**config.mk**
```make
export PLATFORM = sky130hd
export DESIGN_NAME = shift_unit_arbiter_flat
export DESIGN_NICKNAME = d
export VERILOG_FILES = /design/src/rtl/shift_arb_pkg.sv /design/src/rtl/shift_unit_arbiter_if.sv /design/src/rtl/shift_core.sv /design/src/rtl/shift_unit_arbiter.sv /design/src/flat_wrapper.sv
export SDC_FILE = /design/constraint.sdc
export NUM_CORES = 1
export LEC_CHECK = 0
export CAP_MARGIN = 5
export CORE_MARGIN = 2
export CORE_UTILIZATION = 42
export DETAILED_ROUTE_END_ITERATION = 10
export PLACE_DENSITY = 0.83
export SYNTH_ARGS = -nofsm -noshare
export SYNTH_HDL_FRONTEND = slang
export SYNTH_SLANG_ARGS = --single-unit
```
**constraint.sdc**
```tcl
create_clock -name clk -period 3.9 [get_ports clk]
set_clock_uncertainty 0.05 [all_clocks]
set_input_delay 0.585 -clock clk [delete_from_list [all_inputs] [get_ports clk]]
set_output_delay 0.585 -clock clk [all_outputs]
set_load 0.01 [all_outputs]
```
**src/rtl/shift_arb_pkg.sv**
```systemverilog
// shift_arb_pkg: shared types and constants for the shift unit arbiter
package shift_arb_pkg;
  localparam int WIDTH_DEF = 4;
  typedef enum logic {EMPTY, FULL} slot_state_t;
  typedef logic [0:0] req_id_t;
  localparam logic [7:0] CNT_MAX = 8'hFF;
endpackage

```
**src/rtl/shift_unit_arbiter_if.sv**
```systemverilog
// shift_unit_arbiter_if: two requester command channels plus the response slot
interface shift_unit_arbiter_if #(parameter int WIDTH = 4);
  localparam int AMT_W = $clog2(WIDTH);
  logic r0_valid, r0_ready, r0_rot, r0_fill;
  logic [WIDTH-1:0] r0_data;
  logic [AMT_W-1:0] r0_amt;
  logic r1_valid, r1_ready, r1_rot, r1_fill;
  logic [WIDTH-1:0] r1_data;
  logic [AMT_W-1:0] r1_amt;
  logic rsp_valid, rsp_ready, rsp_id;
  logic [WIDTH-1:0] rsp_data;
  modport master(
    output r0_valid, r0_data, r0_amt, r0_rot, r0_fill, input r0_ready,
    output r1_valid, r1_data, r1_amt, r1_rot, r1_fill, input r1_ready,
    input rsp_valid, rsp_data, rsp_id, output rsp_ready
  );
  modport slave(
    input r0_valid, r0_data, r0_amt, r0_rot, r0_fill, output r0_ready,
    input r1_valid, r1_data, r1_amt, r1_rot, r1_fill, output r1_ready,
    output rsp_valid, rsp_data, rsp_id, input rsp_ready
  );
endinterface

```
**src/rtl/shift_core.sv**
```systemverilog
// shift_core: combinational right shift with rotate or constant fill
module shift_core #(
  parameter int WIDTH = 4,
  localparam int AMT_W = $clog2(WIDTH)
) (
  input  logic [WIDTH-1:0] in,
  input  logic [AMT_W-1:0] amt,
  input  logic             rot,
  input  logic             fill,
  output logic [WIDTH-1:0] out
);
  logic [2*WIDTH-1:0] ext;
  // upper half supplies bits shifted in from the top: the operand again for rotate
  assign ext = {rot ? in : {WIDTH{fill}}, in} >> amt;
  assign out = ext[WIDTH-1:0];
endmodule

```
**src/rtl/shift_unit_arbiter.sv**
```systemverilog
// shift_unit_arbiter: round-robin share of one shifter with a registered response slot
// Define SHIFT_ARB_STATS_EN to add saturating per-requester grant counters.
module shift_unit_arbiter
  import shift_arb_pkg::*;
#(
  parameter int WIDTH = WIDTH_DEF
) (
  input  logic clk,
  input  logic rst_n,
  shift_unit_arbiter_if.slave bus
`ifdef SHIFT_ARB_STATS_EN
  ,
  output logic [7:0] gnt_cnt0,
  output logic [7:0] gnt_cnt1
`endif
);
  slot_state_t state;
  req_id_t last_gnt, gnt, rsp_id;
  logic can_accept, accept;
  logic [WIDTH-1:0] sh_out, rsp_data;
  assign can_accept = state == EMPTY || bus.rsp_ready;
  assign gnt = (bus.r0_valid && bus.r1_valid) ? ~last_gnt : req_id_t'(bus.r1_valid);
  assign bus.r0_ready = can_accept && gnt == 1'b0;
  assign bus.r1_ready = can_accept && gnt == 1'b1;
  assign accept = can_accept && (gnt[0] ? bus.r1_valid : bus.r0_valid);
  assign bus.rsp_valid = state == FULL;
  assign bus.rsp_data = rsp_data;
  assign bus.rsp_id = rsp_id[0];
  shift_core #(.WIDTH(WIDTH)) u_core (
    .in  (gnt[0] ? bus.r1_data : bus.r0_data),
    .amt (gnt[0] ? bus.r1_amt  : bus.r0_amt),
    .rot (gnt[0] ? bus.r1_rot  : bus.r0_rot),
    .fill(gnt[0] ? bus.r1_fill : bus.r0_fill),
    .out (sh_out)
  );
  always_ff @(posedge clk or negedge rst_n)
    if (!rst_n) begin
      state    <= EMPTY;
      rsp_data <= '0;
      rsp_id   <= '0;
      last_gnt <= 1'b1;
    end else if (accept) begin
      state    <= FULL;
      rsp_data <= sh_out;
      rsp_id   <= gnt;
      last_gnt <= gnt;
    end else if (bus.rsp_ready) begin
      state <= EMPTY;
    end
`ifdef SHIFT_ARB_STATS_EN
  always_ff @(posedge clk or negedge rst_n)
    if (!rst_n) begin
      gnt_cnt0 <= '0;
      gnt_cnt1 <= '0;
    end else if (accept) begin
      if (gnt == 1'b0 && gnt_cnt0 != CNT_MAX) gnt_cnt0 <= gnt_cnt0 + 8'd1;
      if (gnt == 1'b1 && gnt_cnt1 != CNT_MAX) gnt_cnt1 <= gnt_cnt1 + 8'd1;
    end
`endif
endmodule

```
**src/flat_wrapper.sv**
```systemverilog
// flat-port wrapper written by rule: the top's interface ports become plain ports
module shift_unit_arbiter_flat import shift_arb_pkg::*;
#(
  parameter int WIDTH = WIDTH_DEF
)
  (clk, rst_n, bus_r0_valid, bus_r0_data, bus_r0_amt, bus_r0_rot, bus_r0_fill, bus_r0_ready, bus_r1_valid, bus_r1_data, bus_r1_amt, bus_r1_rot, bus_r1_fill, bus_r1_ready, bus_rsp_valid, bus_rsp_data, bus_rsp_id, bus_rsp_ready);
  shift_unit_arbiter_if #(.WIDTH(WIDTH)) bus_i ();
  input  logic clk;
  input  logic rst_n;
  input wire logic [$bits(bus_i.r0_valid)-1:0] bus_r0_valid;
  input wire logic [$bits(bus_i.r0_data)-1:0] bus_r0_data;
  input wire logic [$bits(bus_i.r0_amt)-1:0] bus_r0_amt;
  input wire logic [$bits(bus_i.r0_rot)-1:0] bus_r0_rot;
  input wire logic [$bits(bus_i.r0_fill)-1:0] bus_r0_fill;
  output wire logic [$bits(bus_i.r0_ready)-1:0] bus_r0_ready;
  input wire logic [$bits(bus_i.r1_valid)-1:0] bus_r1_valid;
  input wire logic [$bits(bus_i.r1_data)-1:0] bus_r1_data;
  input wire logic [$bits(bus_i.r1_amt)-1:0] bus_r1_amt;
  input wire logic [$bits(bus_i.r1_rot)-1:0] bus_r1_rot;
  input wire logic [$bits(bus_i.r1_fill)-1:0] bus_r1_fill;
  output wire logic [$bits(bus_i.r1_ready)-1:0] bus_r1_ready;
  output wire logic [$bits(bus_i.rsp_valid)-1:0] bus_rsp_valid;
  output wire logic [$bits(bus_i.rsp_data)-1:0] bus_rsp_data;
  output wire logic [$bits(bus_i.rsp_id)-1:0] bus_rsp_id;
  input wire logic [$bits(bus_i.rsp_ready)-1:0] bus_rsp_ready;
  assign bus_i.r0_valid = bus_r0_valid;
  assign bus_i.r0_data = bus_r0_data;
  assign bus_i.r0_amt = bus_r0_amt;
  assign bus_i.r0_rot = bus_r0_rot;
  assign bus_i.r0_fill = bus_r0_fill;
  assign bus_r0_ready = bus_i.r0_ready;
  assign bus_i.r1_valid = bus_r1_valid;
  assign bus_i.r1_data = bus_r1_data;
  assign bus_i.r1_amt = bus_r1_amt;
  assign bus_i.r1_rot = bus_r1_rot;
  assign bus_i.r1_fill = bus_r1_fill;
  assign bus_r1_ready = bus_i.r1_ready;
  assign bus_rsp_valid = bus_i.rsp_valid;
  assign bus_rsp_data = bus_i.rsp_data;
  assign bus_rsp_id = bus_i.rsp_id;
  assign bus_i.rsp_ready = bus_rsp_ready;
  shift_unit_arbiter #(.WIDTH(WIDTH)) u_core (.clk(clk), .rst_n(rst_n), .bus(bus_i));
endmodule
```
==> results of run 1 <==
[layer usage]
metal | part of all wire | vias to the layer above
met5 | 0 | -
met4 | 0.021 | 0
met3 | 0.032 | 4
met2 | 0.49 | 17
met1 | 0.46 | 248
li1 | - | 304
[layout by cell type, fill, tap and decap left out, drive strengths merged]
cell / instances
dfrtp: 6
a21boi: 1
o31ai: 1
nand3: 1
a211oi: 6
o21ai: 3
dfstp: 1
mux4: 2
a21o: 1
a21oi: 2
a21bo: 1
clkbuf: 4
a31oi: 4
nand2: 8
mux2i: 9
nor3: 2
clkdlybuf4s50: 28
nor2b: 1
mux2: 1
nor2: 11
nand2b: 1
[kinds of logic (layout without fill, tap and decap cells)]
logic type | Yosys count | in the layout | synth area share
flip-flops | 7 | 7 | 0.297
AO/OA/AOI/OAI | 19 | 19 | 0.243
AND/OR/NAND/NOR | 24 | 24 | 0.175
multiplexers | 12 | 12 | 0.253
buffers and inverters | 2 | 32 | 0.0316
[worst max path at each step]
stage                    to         start  slack [ps]  cells after the start
5_1_grt        bus_r1_ready  bus_r1_valid        1100                      4
2_1_floorplan  bus_r1_ready  bus_r1_valid        2220                      2
3_5_place_dp   bus_r1_ready  bus_r1_valid        1170                      4
6_report       bus_r1_ready  bus_r1_valid        1150                      4
4_1_cts        bus_r1_ready  bus_r1_valid        1150                      4
3_3_place_gp   bus_r1_ready  bus_r1_valid        1190                      4
[worst min-delay path, stage by stage, from the launching register on]
cell and delay [ps]:
sky130_fd_sc_hd__dfrtp_1 340, sky130_fd_sc_hd__nand2_1 60, sky130_fd_sc_hd__o31ai_2 50
[power by group through the flow]
stage / logic, mW / registers, mW / clock network, mW
floorplan: 0.0530 / 0.102 / 0
global placement: 0.113 / 0.0972 / 0
detailed placement: 0.115 / 0.0979 / 0
CTS: 0.115 / 0.0973 / 0.0675
global route: 0.124 / 0.0989 / 0.0742
finish: 0.115 / 0.0973 / 0.0653
[registers in the layout, summed over array words and instances (netlist names)]
signal,count
u_core.last_gnt,1
u_core.bus.rsp_id,1
u_core.bus.rsp_data,4
u_core.bus.rsp_valid,1
[cell type report]
cell class                 instances  area share
multi-input combinational         55       0.442
timing repair buffer              28       0.312
sequential                         7       0.196
clock buffer                       4      0.0292
tap                               15      0.0209
[stage by stage]
step                total power, mW  utilization
CTS                           0.280        0.683
detailed placement            0.213        0.663
global placement              0.211        0.663
floorplan                     0.155            -
global route                  0.297        0.683
finish                        0.277        0.683
==> parameters.txt, run 1 <==
Parameter                              Value

Drt
  Wirelength per Cell    12.4 µm
  Post-detailed-routing wire length    1350 µm
  1st-pass router iterations    4
  Post-detailed-route DRC marker count    0
  Antenna Violating Nets Remaining    0
  Routed vias    573
  Violation count after the first detailed-route iteration    9
  Routed vias/inst    5.26

Floorplan
  Overall die height    41.6 µm
  I/O pin count    29
  Width of the die    41.6 µm
  Initial core utilization    0.450
  Placeable core region    ~1300 µm²
  DIE AREA    1730 µm²
  Count of standard-cell rows    13

Final layout
  Synthesis-to-layout area growth    51.7%
  Ratio of cells with drive above 1 in the final layout    0.117
  Combined area of the multi-input logic cells    between 300 and 400 µm²
  Final net count    116
  Final Non-Filler Cells    109
  Fill cell instance count of the final layout    114
  Register area    176 µm²
  Post-route cell area    900 µm²
  Ant. Diodes    0

Placed design
  Total half-perimeter wirelength after legalization and detailed placement    1120 µm
  Placed Instances    around 110
  Final weighted congestion in routability-driven placement    0.802
  IO Port Bufs    28
  Minimum setup slack after placement    1170 ps
  Placement-stage cell area    a little under 900 µm²

Synth
  Count of unique library cells instantiated by Yosys    23
  Cell area after synthesis    between 500 and 600 µm²
  Most instantiated cells after synthesis    sky130_fd_sc_hd__nor2_1 (11), sky130_fd_sc_hd__mux2i_1 (9), sky130_fd_sc_hd__nand2_1 (8)
  Share of async-settable or async-resettable flops after synthesis    1.00
  Post-Synthesis Cells    64
  Most used standard cell by instance count after synthesis    sky130_fd_sc_hd__nor2_1
  Number of warnings issued by yosys    0
  Flip-flop and latch count after synthesis    7
  Average size of a mapped cell    9.27 µm²
  Area fraction of the dominant cell type after synthesis    0.253
  Yosys top cell by area    sky130_fd_sc_hd__dfrtp_1
  Primary FF master, synth    sky130_fd_sc_hd__dfrtp_1
  Number of enable-type register cells in the synthesized netlist    0
  Sequential cell area fraction in the yosys report    0.297
  Synthesized Nets    85
  Top cells by area, synth    sky130_fd_sc_hd__dfrtp_1 (25%), sky130_fd_sc_hd__mux2i_1 (15%), sky130_fd_sc_hd__a211oi_1 (7.6%)

Critical path
  Number of buffers and inverters on the critical path    2
  Delay of the slowest cell on the worst path    550 ps
  Crit-path most repeated cell    sky130_fd_sc_hd__clkdlybuf4s50_1
  Crit path max-delay cell type    sky130_fd_sc_hd__clkdlybuf4s50_1
  Flop-to-flop setup slack    between 2000 and 2500 ps
  Crit Path Category    input port to output pin
  Critical-path maximum fanout    7
  Worst path top cell family by delay    buffers and inverters
  Critical path arrival    2110 ps
  Launching element type of the critical path    input port
  Worst flop-to-flop path startpoint    u_core.last_gnt$_DFFE_PN1P_
  Crit Reg-Reg Endpoint    u_core.bus.rsp_data[3]$_DFFE_PN0P_
  Data required time at the worst endpoint    3260 ps
  Cells traversed along the worst timing path    clkdlybuf4s50_1 > a21bo_2 > nor2_1 > clkdlybuf4s50_1
  R2R depth    4
  Capturing element type of the critical path    output pin

Global route
  Number of antenna violations at the first check in global routing    0
  GR Layer Usage met2    0.281
  Total track usage    0.170
  Wire length of the first global-routing pass    2260 µm
  Vias in the first global route    537
  Remaining global-route overflow    0
  Maximum number of pins on one net before global-route repair    10
  Met3 capacity usage during global routing    0.0261
  Grt met1 use    0.207
  Layer carrying the most global-route usage    met2

Timing
  Setup repair after global routing missed its margin    no
  Post-route setup TNS    0 ps
  Slew @ Worst Pin    505 ps
  Post-route clock period utilization    0.704
  Count of pins over their slew limit    0
  Worst hold slack after final layout    440 ps
  Post-route setup slack    1150 ps
  Number of failing hold endpoints at the final stage    0
  Final setup violation count    0
  Minimum period implied by the final worst setup slack    approximately 2700 ps
  Normalized max-slew margin    0.660
  Peak clock frequency supported by timing    364 MHz

Power and ir drop
  Reported net switching power    around 85 µW
  Worst vdd rail ir drop    0.135 mV
  Cell internal power dissipation    193 µW
  Power density normalized to cell area    ~300 nW/µm²
  Clock group share of total power    0.235
  Fraction of power spent switching nets    0.306
  Combinational group share of total power    0.414
  Static leakage    0.367 nW
  Sequential Power Share    0.351

Flow run
  Max capacitance violation total    0

Clock network
  Bufs on Longest Clock Path    2
  Resize count post-CTS    0
  CTS sink count    7
  TritonCTS clock tree    done
  Post-CTS setup buffer count    0
  Number of clock buffers inserted by TritonCTS    3
  # hold bufs at CTS    0
  Clock slew at the register clock pins of the worst setup and hold paths    50 ps
  Root buffer selected by CTS    sky130_fd_sc_hd__clkbuf_4
  Skew-Pair Late Insertion Delay    approximately 250 ps
  CTS HTree Levels    1

Hold path
  Hold wc startpoint    u_core.bus.rsp_data[3]$_DFFE_PN0P_
  Class of the most critical hold timing path    flop to flop
  Endpoint of the worst hold-timing path    u_core.bus.rsp_data[3]$_DFFE_PN0P_
  Cell depth of the worst min-delay path    2

Run status
  Status    finished, final reports clean
(Power assumes the default switching activity.)
==> inputs of run 2 (changes only) <==
- CORE_UTILIZATION: 42 -> 39
- PLACE_DENSITY: 0.83 -> 0.78
- clock period: 3.9 -> 2.7 ns (I/O delays scaled with it)
==> parameters.txt, run 2 (synthesis gave the netlist of run 1 again) <==
Parameter                              Value

Final layout
  Post-route cell area    908 µm² (was 900 µm²)
  Combined area of the multi-input logic cells    398 µm² (unchanged)
  Ratio of cells with drive above 1 in the final layout    0.126 (was 0.117)
  Most common cell after layout, fill and taps aside    sky130_fd_sc_hd__clkdlybuf4s50_1 (unchanged)
  Register ranked first by flip-flop count    u_core.bus.rsp_data (unchanged)
  Synthesis-to-layout area growth    53.2% (was 51.7%)
  Max FFs per register    4 (unchanged)
  Final net count    117 (was 116)
  Ant. Diodes    0 (unchanged)
  Leading cell types in the layout, fill and taps excluded    sky130_fd_sc_hd__clkdlybuf4s50_1 (28), sky130_fd_sc_hd__nor2_1 (11), sky130_fd_sc_hd__mux2i_1 (9) (unchanged)
  Register area    176 µm² (unchanged)
  Fill cell instance count of the final layout    137 (was 114)

Clock network
  Post-CTS setup buffer count    0 (unchanged)
  Root buffer selected by CTS    sky130_fd_sc_hd__clkbuf_4 (unchanged)
  CTS HTree Levels    1 (unchanged)
  Bufs on Longest Clock Path    2 (unchanged)
  Clock slew at the register clock pins of the worst setup and hold paths    60 ps (was 50 ps)
  Resize count post-CTS    0 (unchanged)
  Number of clock buffers inserted by TritonCTS    3 (unchanged)
  CTS sink count    7 (unchanged)
  Skew-Pair Late Insertion Delay    250 ps (about the same)
  TritonCTS clock tree    done (unchanged)
  # hold bufs at CTS    0 (unchanged)

Global route
  Maximum number of pins on one net before global-route repair    9 (was 10)
  Total track usage    0.166 (was 0.170)
  Number of antenna violations at the first check in global routing    0 (unchanged)
  Remaining global-route overflow    0 (unchanged)
  Wire length of the first global-routing pass    2330 µm (was 2260 µm)
  Vias in the first global route    574 (was 537)

Critical path
  Critical-path maximum fanout    7 (unchanged)
  Capturing instance or port of the critical path    bus_r1_ready (unchanged)
  Launching element type of the critical path    input port (unchanged)
  Critical path arrival    1950 ps (was 2110 ps)
  Data required time at the worst endpoint    2250 ps (was 3260 ps)
  Flop-to-flop setup slack    1080 ps (was 2390 ps)
  Crit Reg-Reg Endpoint    u_core.bus.rsp_data[3]$_DFFE_PN0P_ (unchanged)
  Crit Path Category    input port to output pin (unchanged)
  Launching instance or port of the critical path    bus_r1_valid (unchanged)
  R2R depth    5 (was 4)
  Capturing element type of the critical path    output pin (unchanged)
  Worst flop-to-flop path startpoint    u_core.last_gnt$_DFFE_PN1P_ (unchanged)

Floorplan
  Count of standard-cell rows    14 (was 13)
  Placeable core region    1470 µm² (was 1320 µm²)
  I/O pin count    29 (unchanged)
  DIE AREA    1850 µm² (was 1730 µm²)
  Width of the die    43.0 µm (was 41.6 µm)
  Initial core utilization    0.403 (was 0.450)
  Overall die height    43.0 µm (was 41.6 µm)

Timing
  Post-route clock period utilization    0.892
  Number of failing hold endpoints at the final stage    0 (unchanged)
  Final setup violation count    0 (unchanged)
  Slew @ Worst Pin    534 ps (was 505 ps)
  Post-route setup TNS    0 ps (unchanged)
  Count of pins over their slew limit    0 (unchanged)
  Setup repair after global routing missed its margin    no (unchanged)
  Peak clock frequency supported by timing    415 MHz
  Normalized max-slew margin    0.640 (was 0.660)
  Minimum period implied by the final worst setup slack    2410 ps

Drt
  Wirelength per Cell    12.0 µm (was 12.4 µm)
  Post-detailed-route DRC marker count    0 (unchanged)
  Antenna Violating Nets Remaining    0 (unchanged)
  Post-detailed-routing wire length    1330 µm (was 1350 µm)
  Routed vias/inst    5.31 (was 5.26)
  Routed vias    589 (was 573)
  1st-pass router iterations    4 (unchanged)
  Violation count after the first detailed-route iteration    14 (was 9)

Power and ir drop
  Clock group share of total power    0.235 (about the same)
  Power density normalized to cell area    443 nW/µm² (was 308 nW/µm²)
  Combinational group share of total power    0.417 (was 0.414)
  Reported net switching power    122 µW (was 84.9 µW)
  Cell internal power dissipation    280 µW (was 193 µW)
  Sequential Power Share    0.348 (was 0.351)
  Fraction of power spent switching nets    0.304 (was 0.306)
  Overall power after layout    402 µW (was 277 µW)
  Static leakage    0.372 nW (was 0.367 nW)
  Worst vdd rail ir drop    0.150 mV (was 0.135 mV)

Placed design
  Placement-stage cell area    882 µm² (was 873 µm²)
  Final weighted congestion in routability-driven placement    0.786 (was 0.802)
  IO Port Bufs    28 (unchanged)
  Total half-perimeter wirelength after legalization and detailed placement    1130 µm (was 1120 µm)

Hold path
  Class of the most critical hold timing path    input port to async pin (was flop to flop)

Flow run
  Max capacitance violation total    0 (unchanged)

Run status
  Status    finished, final reports clean (unchanged)
[run 2: cell count changes in the layout (fill, tap and decap cells not counted), sizes merged]
cell	delta
buf	+1
[run 2: per-stage QoR]
stage / setup WS, ps / util / hold slack (ps) / cells
floorplan: 1240 / - / 59.4 / 64
global placement: 324 / 0.599 / 419 / 107
detailed placement: 312 / 0.599 / 426 / 107
CTS: 300 / 0.617 / 366 / 111
global route: 216 / 0.617 / 378 / 111
finish: 291 / 0.617 / 362 / 111
[run 2: metal layers]
| metal | track usage | vias to the layer above | part of all wire |
|---|---|---|---|
| met4 | 0.0727 | 0 | 0.013 |
| met5 | 0 | - | 0 |
| li1 | - | 305 | - |
| met1 | 0.192 | 265 | 0.45 |
| met3 | 0.0255 | 2 | 0.055 |
| met2 | 0.297 | 17 | 0.48 |
[run 2: power groups by stage]
| stage | sequential, mW | combinational, mW | clock, mW |
|---|---|---|---|
| after floorplan | 0.148 | 0.0765 | 0 |
| after global placement | 0.140 | 0.168 | 0 |
| after detailed placement | 0.142 | 0.169 | 0 |
| after CTS | 0.140 | 0.169 | 0.0968 |
| after global routing | 0.144 | 0.183 | 0.105 |
| final | 0.140 | 0.168 | 0.0946 |
[run 2: final cells by class]
type	instances	share of cell area
multi-input cells	55	0.438
repair buffers	29	0.317
flip-flops and latches	7	0.194
clock buffers	4	0.0289
well taps	16	0.0220
[run 2: worst min path at each step]
stage,from,endpoint,slack (ps),cells past startpoint
floorplan,rst_n,u_core.bus.rsp_data[0]$_DFFE_PN0P_,60,0
global placement,u_core.bus.rsp_id$_DFFE_PN0P_,u_core.bus.rsp_id$_DFFE_PN0P_,420,1
detailed placement,u_core.bus.rsp_id$_DFFE_PN0P_,u_core.bus.rsp_id$_DFFE_PN0P_,430,1
CTS,rst_n,u_core.bus.rsp_valid$_DFFE_PN0P_,370,1
global route,rst_n,u_core.bus.rsp_data[3]$_DFFE_PN0P_,380,1
finish,rst_n,u_core.bus.rsp_valid$_DFFE_PN0P_,360,1
[run 2: critical path, stage by stage]
cell and delay, ps:
sky130_fd_sc_hd__clkdlybuf4s50_1 540, sky130_fd_sc_hd__a21bo_2 300, sky130_fd_sc_hd__nor2_1 160, sky130_fd_sc_hd__clkdlybuf4s50_1 550
